$ cat src/rtl/traffic_ctrl_param.sv
// Two-road demand-actuated traffic-light controller with tick-based phase timing.
// Optional pedestrian walk phase enabled by defining TLC_PED_EN.
module traffic_ctrl_param #(
  parameter int CNT_W      = 4,
  parameter int GREEN_MIN  = 4,
  parameter int GREEN_MAX  = 8,
  parameter int YELLOW_LEN = 2,
  parameter int ALLRED_LEN = 1,
  parameter int WALK_LEN   = 3
) (
  input  logic       CLK,
  input  logic       RST_N,
  input  logic       TICK,
  input  logic       SA,
  input  logic       SB,
`ifdef TLC_PED_EN
  input  logic       PED_REQ,
  output logic       WALK,
`endif
  output logic       GA,
  output logic       YA,
  output logic       RA,
  output logic       GB,
  output logic       YB,
  output logic       RB,
  output logic [2:0] PHASE,
  output logic       OCLK
);

  typedef enum logic [2:0] {
    ST_A_GRN  = 3'd0,
    ST_A_YEL  = 3'd1,
    ST_RED_AB = 3'd2,
    ST_B_GRN  = 3'd3,
    ST_B_YEL  = 3'd4,
    ST_RED_BA = 3'd5,
    ST_WALK   = 3'd6
  } state_t;

  localparam logic [CNT_W-1:0] GMIN_M1 = CNT_W'(GREEN_MIN - 1);
  localparam logic [CNT_W-1:0] GMAX_M1 = CNT_W'(GREEN_MAX - 1);
  localparam logic [CNT_W-1:0] YEL_M1  = CNT_W'(YELLOW_LEN - 1);
  localparam logic [CNT_W-1:0] AR_M1   = CNT_W'(ALLRED_LEN - 1);
  localparam logic [CNT_W-1:0] WALK_M1 = CNT_W'(WALK_LEN - 1);

  state_t           state_q, state_d;
  logic [CNT_W-1:0] t_q, t_d;
  logic [CNT_W-1:0] t_last;
  logic             is_green;
  logic             ped_go;

`ifdef TLC_PED_EN
  logic ped_pend_q, ped_pend_d;
  logic next_dir_q, next_dir_d;   // 1: walk resumes to B green, 0: to A green
  assign ped_go = ped_pend_q;
`else
  assign ped_go = 1'b0;
`endif

  // Terminal count of the fixed-length phases; greens use their own min/max rule.
  always_comb begin
    t_last = '0;
    case (state_q)
      ST_A_YEL, ST_B_YEL:   t_last = YEL_M1;
      ST_RED_AB, ST_RED_BA: t_last = AR_M1;
      ST_WALK:              t_last = WALK_M1;
      default:              t_last = '0;
    endcase
  end

  assign is_green = (state_q == ST_A_GRN) || (state_q == ST_B_GRN);

  always_comb begin
    state_d = state_q;
    case (state_q)
      ST_A_GRN:
        if (TICK && t_q >= GMIN_M1 && SB && (!SA || t_q >= GMAX_M1)) state_d = ST_A_YEL;
      ST_A_YEL:
        if (TICK && t_q == t_last) state_d = ST_RED_AB;
      ST_RED_AB:
        if (TICK && t_q == t_last) state_d = ped_go ? ST_WALK : ST_B_GRN;
      ST_B_GRN:
        if (TICK && t_q >= GMIN_M1 && SA && (!SB || t_q >= GMAX_M1)) state_d = ST_B_YEL;
      ST_B_YEL:
        if (TICK && t_q == t_last) state_d = ST_RED_BA;
      ST_RED_BA:
        if (TICK && t_q == t_last) state_d = ped_go ? ST_WALK : ST_A_GRN;
`ifdef TLC_PED_EN
      ST_WALK:
        if (TICK && t_q == t_last) state_d = next_dir_q ? ST_B_GRN : ST_A_GRN;
`endif
      default: state_d = ST_A_GRN;
    endcase
  end

  // Timer restarts on any state change and parks at GREEN_MAX-1 while green.
  always_comb begin
    t_d = t_q;
    if (state_d != state_q)
      t_d = '0;
    else if (TICK && !(is_green && t_q >= GMAX_M1))
      t_d = t_q + 1'b1;
  end

`ifdef TLC_PED_EN
  always_comb begin
    next_dir_d = next_dir_q;
    if (state_q == ST_RED_AB && state_d != ST_RED_AB) next_dir_d = 1'b1;
    if (state_q == ST_RED_BA && state_d != ST_RED_BA) next_dir_d = 1'b0;
    ped_pend_d = ped_pend_q;
    if (state_d == ST_WALK && state_q != ST_WALK) ped_pend_d = 1'b0;
    if (PED_REQ) ped_pend_d = 1'b1;
  end

  always_ff @(posedge CLK or negedge RST_N) begin
    if (!RST_N) begin
      ped_pend_q <= 1'b0;
      next_dir_q <= 1'b0;
    end else begin
      ped_pend_q <= ped_pend_d;
      next_dir_q <= next_dir_d;
    end
  end

  assign WALK = (state_q == ST_WALK);
`endif

  always_ff @(posedge CLK or negedge RST_N) begin
    if (!RST_N) begin
      state_q <= ST_A_GRN;
      t_q     <= '0;
    end else begin
      state_q <= state_d;
      t_q     <= t_d;
    end
  end

  always_comb begin
    {GA, YA, RA, GB, YB, RB} = 6'b001001;
    case (state_q)
      ST_A_GRN: {GA, YA, RA, GB, YB, RB} = 6'b100001;
      ST_A_YEL: {GA, YA, RA, GB, YB, RB} = 6'b010001;
      ST_B_GRN: {GA, YA, RA, GB, YB, RB} = 6'b001100;
      ST_B_YEL: {GA, YA, RA, GB, YB, RB} = 6'b001010;
      default:  {GA, YA, RA, GB, YB, RB} = 6'b001001;
    endcase
  end

  assign PHASE = state_q;
  assign OCLK  = CLK;

endmodule

$ cat config.mk
export PLATFORM = sky130hd
export DESIGN_NAME = traffic_ctrl_param
export DESIGN_NICKNAME = d
export VERILOG_FILES = /design/src/rtl/traffic_ctrl_param.sv
export SDC_FILE = /design/constraint.sdc
export NUM_CORES = 1
export LEC_CHECK = 0
export BUFFER_PORTS_ARGS = -buffer_cell sky130_fd_sc_hd__buf_2
export CORE_MARGIN = 4
export CORE_UTILIZATION = 35
export DETAILED_ROUTE_END_ITERATION = 16
export PLACE_DENSITY = 0.57
export SLEW_MARGIN = 30
export SYNTH_ARGS = -nofsm -noshare
export SYNTH_HDL_FRONTEND = slang
export SYNTH_SLANG_ARGS = --single-unit
export TNS_END_PERCENT = 30
$ cat constraint.sdc
create_clock -name CLK -period 2.12 [get_ports CLK]
set_clock_uncertainty 0.1 [all_clocks]
set_input_delay 0.424 -clock CLK [delete_from_list [all_inputs] [get_ports CLK]]
set_output_delay 0.424 -clock CLK [all_outputs]
set_load 0.01 [all_outputs]
==> flow_summary_export.csv, run 1 <==
group,metric,value,unit
status,outcome,"finished clean",
sta,fin_ws,0.0988,ns
yosys,synth_fp_nets,79,
power_and_ir_drop,p_int,0.701,mW
worst_setup_path,path_class,"reg -> out",
floorplan,initial_utilization,0.374,
sta,maxSlewViolCount,0,
drt,wire_per_inst,12.6,µm
finish,antenna_cells,0,
finish,nets,101,
sta,hold_viol_final,0,
finish,multi_input_area,439,µm²
sta,setup-violations-final,0,
sta,setup_tns,0,ns
finish,regArea,175,µm²
global_route,antenna_found_initial,0,
global_route,grt_max_degree,14,
yosys,yosys_register_bits,7,
global_route,use_met3,0.0758,
floorplan,fp-row-count,15,
global_route,grt_pass1_vias,585,
power_and_ir_drop,peakVddDrop,0.000838,V
yosys,syn_inst,73,
global_route,grt_pass1_wl,2.49,mm
global_route,grt.met1_usage,0.152,
worst_setup_path,end_kind,"output pin",
power_and_ir_drop,p_comb_frac,0.572,
drt,wl,1.50,mm
drt,initialDrtViolationCount,11,
floorplan,die_h,51.4,µm
power_and_ir_drop,clkPwrFrac,0.184,
yosys,syn_area,659,µm²
power_and_ir_drop,total_leakage_power,0.380,nW
power_and_ir_drop,pwr-share-seq,0.245,
power_and_ir_drop,switchingPower,0.580,mW
finish,layout-drive-gt1-share,0.372,
place,port-buffer-count,14,
worst_setup_path,cp.required,1.60,ns
drt,vias_per_cell,5.18,
finish,fin_area,817,µm²
sta,period_share,0.953,
drt,dr.pass1.iters,4,
floorplan,core_area,1760,µm²
floorplan,io_pins,15,
job,drv_cap,0,
yosys,avgSynthCellArea,9.03,µm²
sta,clock.fmax,495,MHz
yosys,synth.distinct_cells,38,
sta,rsz0062_at_grt,"false",
worst_setup_path,path_max_fanout,9,
power_and_ir_drop,swShare,0.453,
drt,vias,617,
finish,fillCellCount,192,
sta,fin_crit,2.02,ns
global_route,track_usage,0.132,
floorplan,die_x,51.4,µm
place,dp_slack,0.214,ns
finish,area_growth_syn_to_layout,23.9,%
yosys,synth-seq-area-share,0.266,
global_route,busiest_layer,"met2",
sta,relSlewSlack,0.736,
sta,timing.hold.ws,0.324,ns
floorplan,die_area,2640,µm²
place,gp_congestion,0.761,
worst_setup_path,cp.arrival,1.50,ns
worst_setup_path,critPathLaunchType,"flop",
sta,tightest_slew,0.397,ns
place,dp_hpwl,1.10,mm
power_and_ir_drop,power_density,1570,nW/µm²
yosys,yosys_warnings,0,
global_route,overflow,0,
clock_network,cts_tree,"done",
clock_network,insertion_delay,0.37,ns
hold_path,hold_path.class,"in -> async",
global_route,grtUsageMet2,0.186,
place,dpl_cell_area,754,µm²
clock_network,cts.clk_slew.worst_paths,0.06,ns
drt,ant_nets,0,
drt,drc_errors,0,
## cells by family (layout without fill, tap and decap cells)
kind of cell	count (synthesis)	count (layout)	synth area share
adders and majority gates	1	1	0.0190
muxes	2	2	0.0304
xor gates and xnor gates	2	2	0.0266
DFF	7	7	0.266
AOI/OAI and AO/OA	18	18	0.231
buffers and inverters	7	28	0.0721
and+or+nand+nor	36	36	0.355
## sequential cells by signal, indices dropped and copies added (netlist names)
register,cells
PHASE,3
t_q,4
## power by group through the flow
stage / Clock (mW) / Sequential (mW) / Combinational [mW]
final: 0.235 / 0.313 / 0.732
after global routing: 0.255 / 0.326 / 0.810
after CTS: 0.248 / 0.309 / 0.735
after detailed placement: 0.0285 / 0.311 / 0.729
after global placement: 0.0285 / 0.312 / 0.722
after floorplan: 0.0389 / 0.271 / 0.582
## cell type report
| cell class | instances | share of cell area |
|---|---|---|
| well taps | 25 | 0.0383 |
| repair buffers | 19 | 0.138 |
| clock buffers | 7 | 0.0613 |
| inverters | 1 | 0.00459 |
| multi-input cells | 59 | 0.538 |
| clock inverters | 1 | 0.00613 |
| flip-flops and latches | 7 | 0.214 |
## critical path, cell delays in order, from the launching register on
cell and delay [ns]:
dfrtp_1 0.52, buf_4 0.20, and3b_1 0.23, nor2_1 0.05, buf_2 0.13
## path summary, 6_finish.rpt
path / from / to / slack, ns / depth (start not counted)
max in group asynchronous: RST_N / PHASE[0]$_DFF_PN0_ / 1.43 / 2
hold / removal: RST_N / t_q[2]$_DFFE_PN0P_ / 0.32 / 2
hold reg to reg: t_q[1]$_DFFE_PN0P_ / t_q[1]$_DFFE_PN0P_ / 0.55 / 2
setup / recovery: PHASE[0]$_DFF_PN0_ / RB / 0.1 / 4
setup reg to reg: t_q[1]$_DFFE_PN0P_ / t_q[3]$_DFFE_PN0P_ / 0.19 / 6
min in group CLK: TICK / t_q[0]$_DFFE_PN0P_ / 0.37 / 4
## repair_timing
item                                    4_1_cts  5_1_grt
setup buffers                                 0        0
endpoints found under the setup margin        0        1
hold buffers                                  1        0
hold endpoints to repair                      7        0
resized for setup                             0        1
## cells in the mapped netlist
cell type,number,share of area
o211ai_1,2,0.023
dfrtp_1,7,0.27
inv_1,1,0.0057
clkbuf_1,1,0.0057
buf_2,2,0.015
a21oi_1,3,0.023
a211oi_1,1,0.011
nor2b_1,4,0.038
nor4b_4,1,0.036
a21oi_2,1,0.013
a2bb2oi_2,1,0.023
buf_6,2,0.034
xor2_1,2,0.027
mux2i_1,2,0.030
o31a_1,1,0.013
nand2_1,3,0.017
ha_1,1,0.019
or3_1,2,0.019
and3b_1,2,0.027
nand2b_1,4,0.038
buf_4,1,0.011
or3_4,1,0.017
o22ai_1,1,0.0095
o21ai_2,1,0.013
and4_1,1,0.013
a311oi_2,1,0.023
nor3b_1,1,0.011
and2b_1,1,0.011
a21o_1,2,0.023
or2_1,1,0.0095
a211oi_2,1,0.019
nor3_2,1,0.015
o21a_1,1,0.011
nand4b_1,2,0.027
a32oi_1,2,0.027
nor2_1,8,0.046
nor3_1,2,0.015
nand3_1,2,0.015
## cells in the final DEF, fill, tap and decap left out, types with 2 or more instances in the layout
cell type / n
nor2b_1: 3
nand2_1: 3
mux2i_1: 2
nand4b_1: 2
a21o_1: 2
nor2_1: 8
buf_4: 5
dfrtp_1: 7
a32oi_1: 2
nand2b_1: 4
and3b_1: 2
o211ai_1: 2
a21oi_1: 3
xor2_1: 2
clkbuf_4: 6
buf_2: 14
nand3_1: 2
or3_1: 2
nor3_1: 2
## metal layers
metal  wire (µm)  vias up
met5           0        -
met4          21        0
met3         133        4
met2         645       22
met1         695      281
li1            -      310
## through the flow
stage / util / power, mW / cells
3_5_place_dp: 0.428 / 1.07 / 111
4_1_cts: 0.462 / 1.29 / 119
2_1_floorplan: - / 0.892 / 73
5_1_grt: 0.463 / 1.39 / 119
3_3_place_gp: 0.428 / 1.06 / 111
6_report: 0.463 / 1.28 / 119
Power figures use the tool's default switching activity.
==> inputs of run 2 (changes only) <==
--- a/config.mk
+++ b/config.mk
@@ -10,6 +10,7 @@
 export CORE_UTILIZATION = 35
 export DETAILED_ROUTE_END_ITERATION = 16
 export PLACE_DENSITY = 0.57
+export RECOVER_POWER = 25
 export SLEW_MARGIN = 30
 export SYNTH_ARGS = -nofsm -noshare
 export SYNTH_HDL_FRONTEND = slang
==> flow_summary_export.csv, run 2 (synthesis results as in run 1) <==
group,metric,value,unit
place,dp_hpwl,1.10,mm
finish,multi_input_area,439,µm²
sta,setup_tns,0,ns
sta,setup-violations-final,0,
global_route,antenna_found_initial,0,
sta,tightest_slew,0.414,ns
clock_network,insertion_delay,0.37,ns
clock_network,post_cts_buffers,0,
worst_setup_path,timing.rr.start,"t_q[1]$_DFFE_PN0P_",
drt,dr.pass1.iters,4,
worst_setup_path,critPathMaxStageDelay,0.52,ns
sta,clock.fmax,495,MHz
place,dpl_cell_area,754,µm²
drt,ant_nets,0,
power_and_ir_drop,total_leakage_power,0.377,nW
drt,initialDrtViolationCount,11,
sta,fin_crit,2.02,ns
worst_setup_path,crit_buf_inv,2,
clock_network,cts_tree,"done",
floorplan,core_area,1760,µm²
place,dp_cells,111,
sta,maxSlewViolCount,0,
sta,rsz0062_at_grt,"false",
hold_path,min_from,"TICK",
worst_setup_path,path_class,"reg -> out",
floorplan,die_area,2640,µm²
hold_path,hold_depth,4,
global_route,grt_pass1_wl,2.49,mm
finish,largest_register_ffs,4,
worst_setup_path,reg2reg_depth,6,
place,gp_congestion,0.761,
worst_setup_path,cpMaxStageDelayCell,"dfrtp_1",
drt,wire_per_inst,12.6,µm
finish,final_cells,119,
finish,fillCellCount,193,
worst_setup_path,crit_chain,"buf_4 -> and3b_1 -> nor2_1 -> buf_2",
worst_setup_path,path_max_fanout,9,
finish,nets,101,
finish,postLayoutCoreUtil,0.462,
floorplan,initial_utilization,0.374,
finish,antenna_cells,0,
global_route,grt_pass1_vias,585,
finish,top_register,"t_q",
place,port-buffer-count,14,
worst_setup_path,worst-r2r-setup-slack,0.19,ns
global_route,track_usage,0.132,
sta,relSlewSlack,0.724,
worst_setup_path,cp.arrival,1.50,ns
finish,area_growth_syn_to_layout,23.7,%
finish,final_cell_mix,"13 x buf_2, 8 x nor2_1, 7 x dfrtp_1",
worst_setup_path,cp_top_family,"flip-flops",
power_and_ir_drop,power_density,1570,nW/µm²
global_route,grt_max_degree,14,
status,outcome,"finished clean",
floorplan,die_x,51.4,µm
hold_path,hold_path.class,"in -> reg",
drt,vias_per_cell,5.18,
floorplan,fp-row-count,15,
worst_setup_path,cp.required,1.60,ns
worst_setup_path,end_kind,"output pin",
drt,wl,1.50,mm
finish,regArea,175,µm²
global_route,overflow,0,
floorplan,die_h,51.4,µm
finish,final_common_cell,"buf_2",
finish,fin_area,816,µm²
power_and_ir_drop,peakVddDrop,0.000838,V
sta,hold_viol_final,0,
drt,drc_errors,0,
finish,layout-drive-gt1-share,0.362,
worst_setup_path,critPathLaunchType,"flop",
clock_network,cts.clk_slew.worst_paths,0.06,ns
job,drv_cap,0,
floorplan,io_pins,15,
hold_path,worstHoldEndpoint,"t_q[0]$_DFFE_PN0P_",
drt,vias,617,
sta,period_share,0.953,
worst_setup_path,r2r-end,"t_q[3]$_DFFE_PN0P_",
-- run 2: changes by cell type in the layout (fill, tap and decap cells not counted) --
cell / before / now
buf_2: 14 / 13
clkbuf_1: 0 / 1
-- run 2: what timing repair did --
action,4_1_cts,5_1_grt
resized for setup,0,1
endpoints found under the setup margin,0,1
hold endpoints to repair,7,0
hold buffers,1,0
-- run 2: routing by layer --
metal,track usage,wire [µm]
met1,0.152,695
met2,0.186,645
met3,0.0758,133
met4,0.0830,21
met5,0,0
-- run 2: where the power goes --
part	internal, mW	switching, mW
Combinational	0.363	0.369
Clock	0.145	0.0906
Sequential	0.192	0.121
Total	0.700	0.580
-- run 2: cell type report --
type	count	share of cell area
clock buffer	7	0.0613
sequential	7	0.215
multi-input combinational	59	0.538
inverter	1	0.00460
clock inverter	1	0.00613
tap	25	0.0383
timing repair buffer	19	0.137
-- run 2: how the worst max path moves through the flow --
stage                         endpoint               start  cells after the start
global placement    t_q[3]$_DFFE_PN0P_  t_q[1]$_DFFE_PN0P_                      6
detailed placement  t_q[3]$_DFFE_PN0P_  t_q[1]$_DFFE_PN0P_                      6
global route                        RB  PHASE[0]$_DFF_PN0_                      4
CTS                                 RB  PHASE[0]$_DFF_PN0_                      4
finish                              RB  PHASE[0]$_DFF_PN0_                      4
floorplan           PHASE[0]$_DFF_PN0_  t_q[1]$_DFFE_PN0P_                      5
-- run 2: worst register-to-register path, cell delays in order (launching register included) --
cell and delay [ns]:
dfrtp_1 0.43, ha_1 0.26, o31a_1 0.29, a32oi_1 0.20, nand4b_1 0.15, a2bb2oi_2 0.19, a311oi_2 0.20
-- run 2: stage by stage --
stage          total power, mW  worst slack, ns  hold WS [ns]
2_1_floorplan            0.892            0.366        0.0284
3_3_place_gp              1.06            0.246         0.172
3_5_place_dp              1.07            0.214         0.172
4_1_cts                   1.29           0.0793         0.318
5_1_grt                   1.39          0.00403         0.399
6_report                  1.28           0.0988         0.371
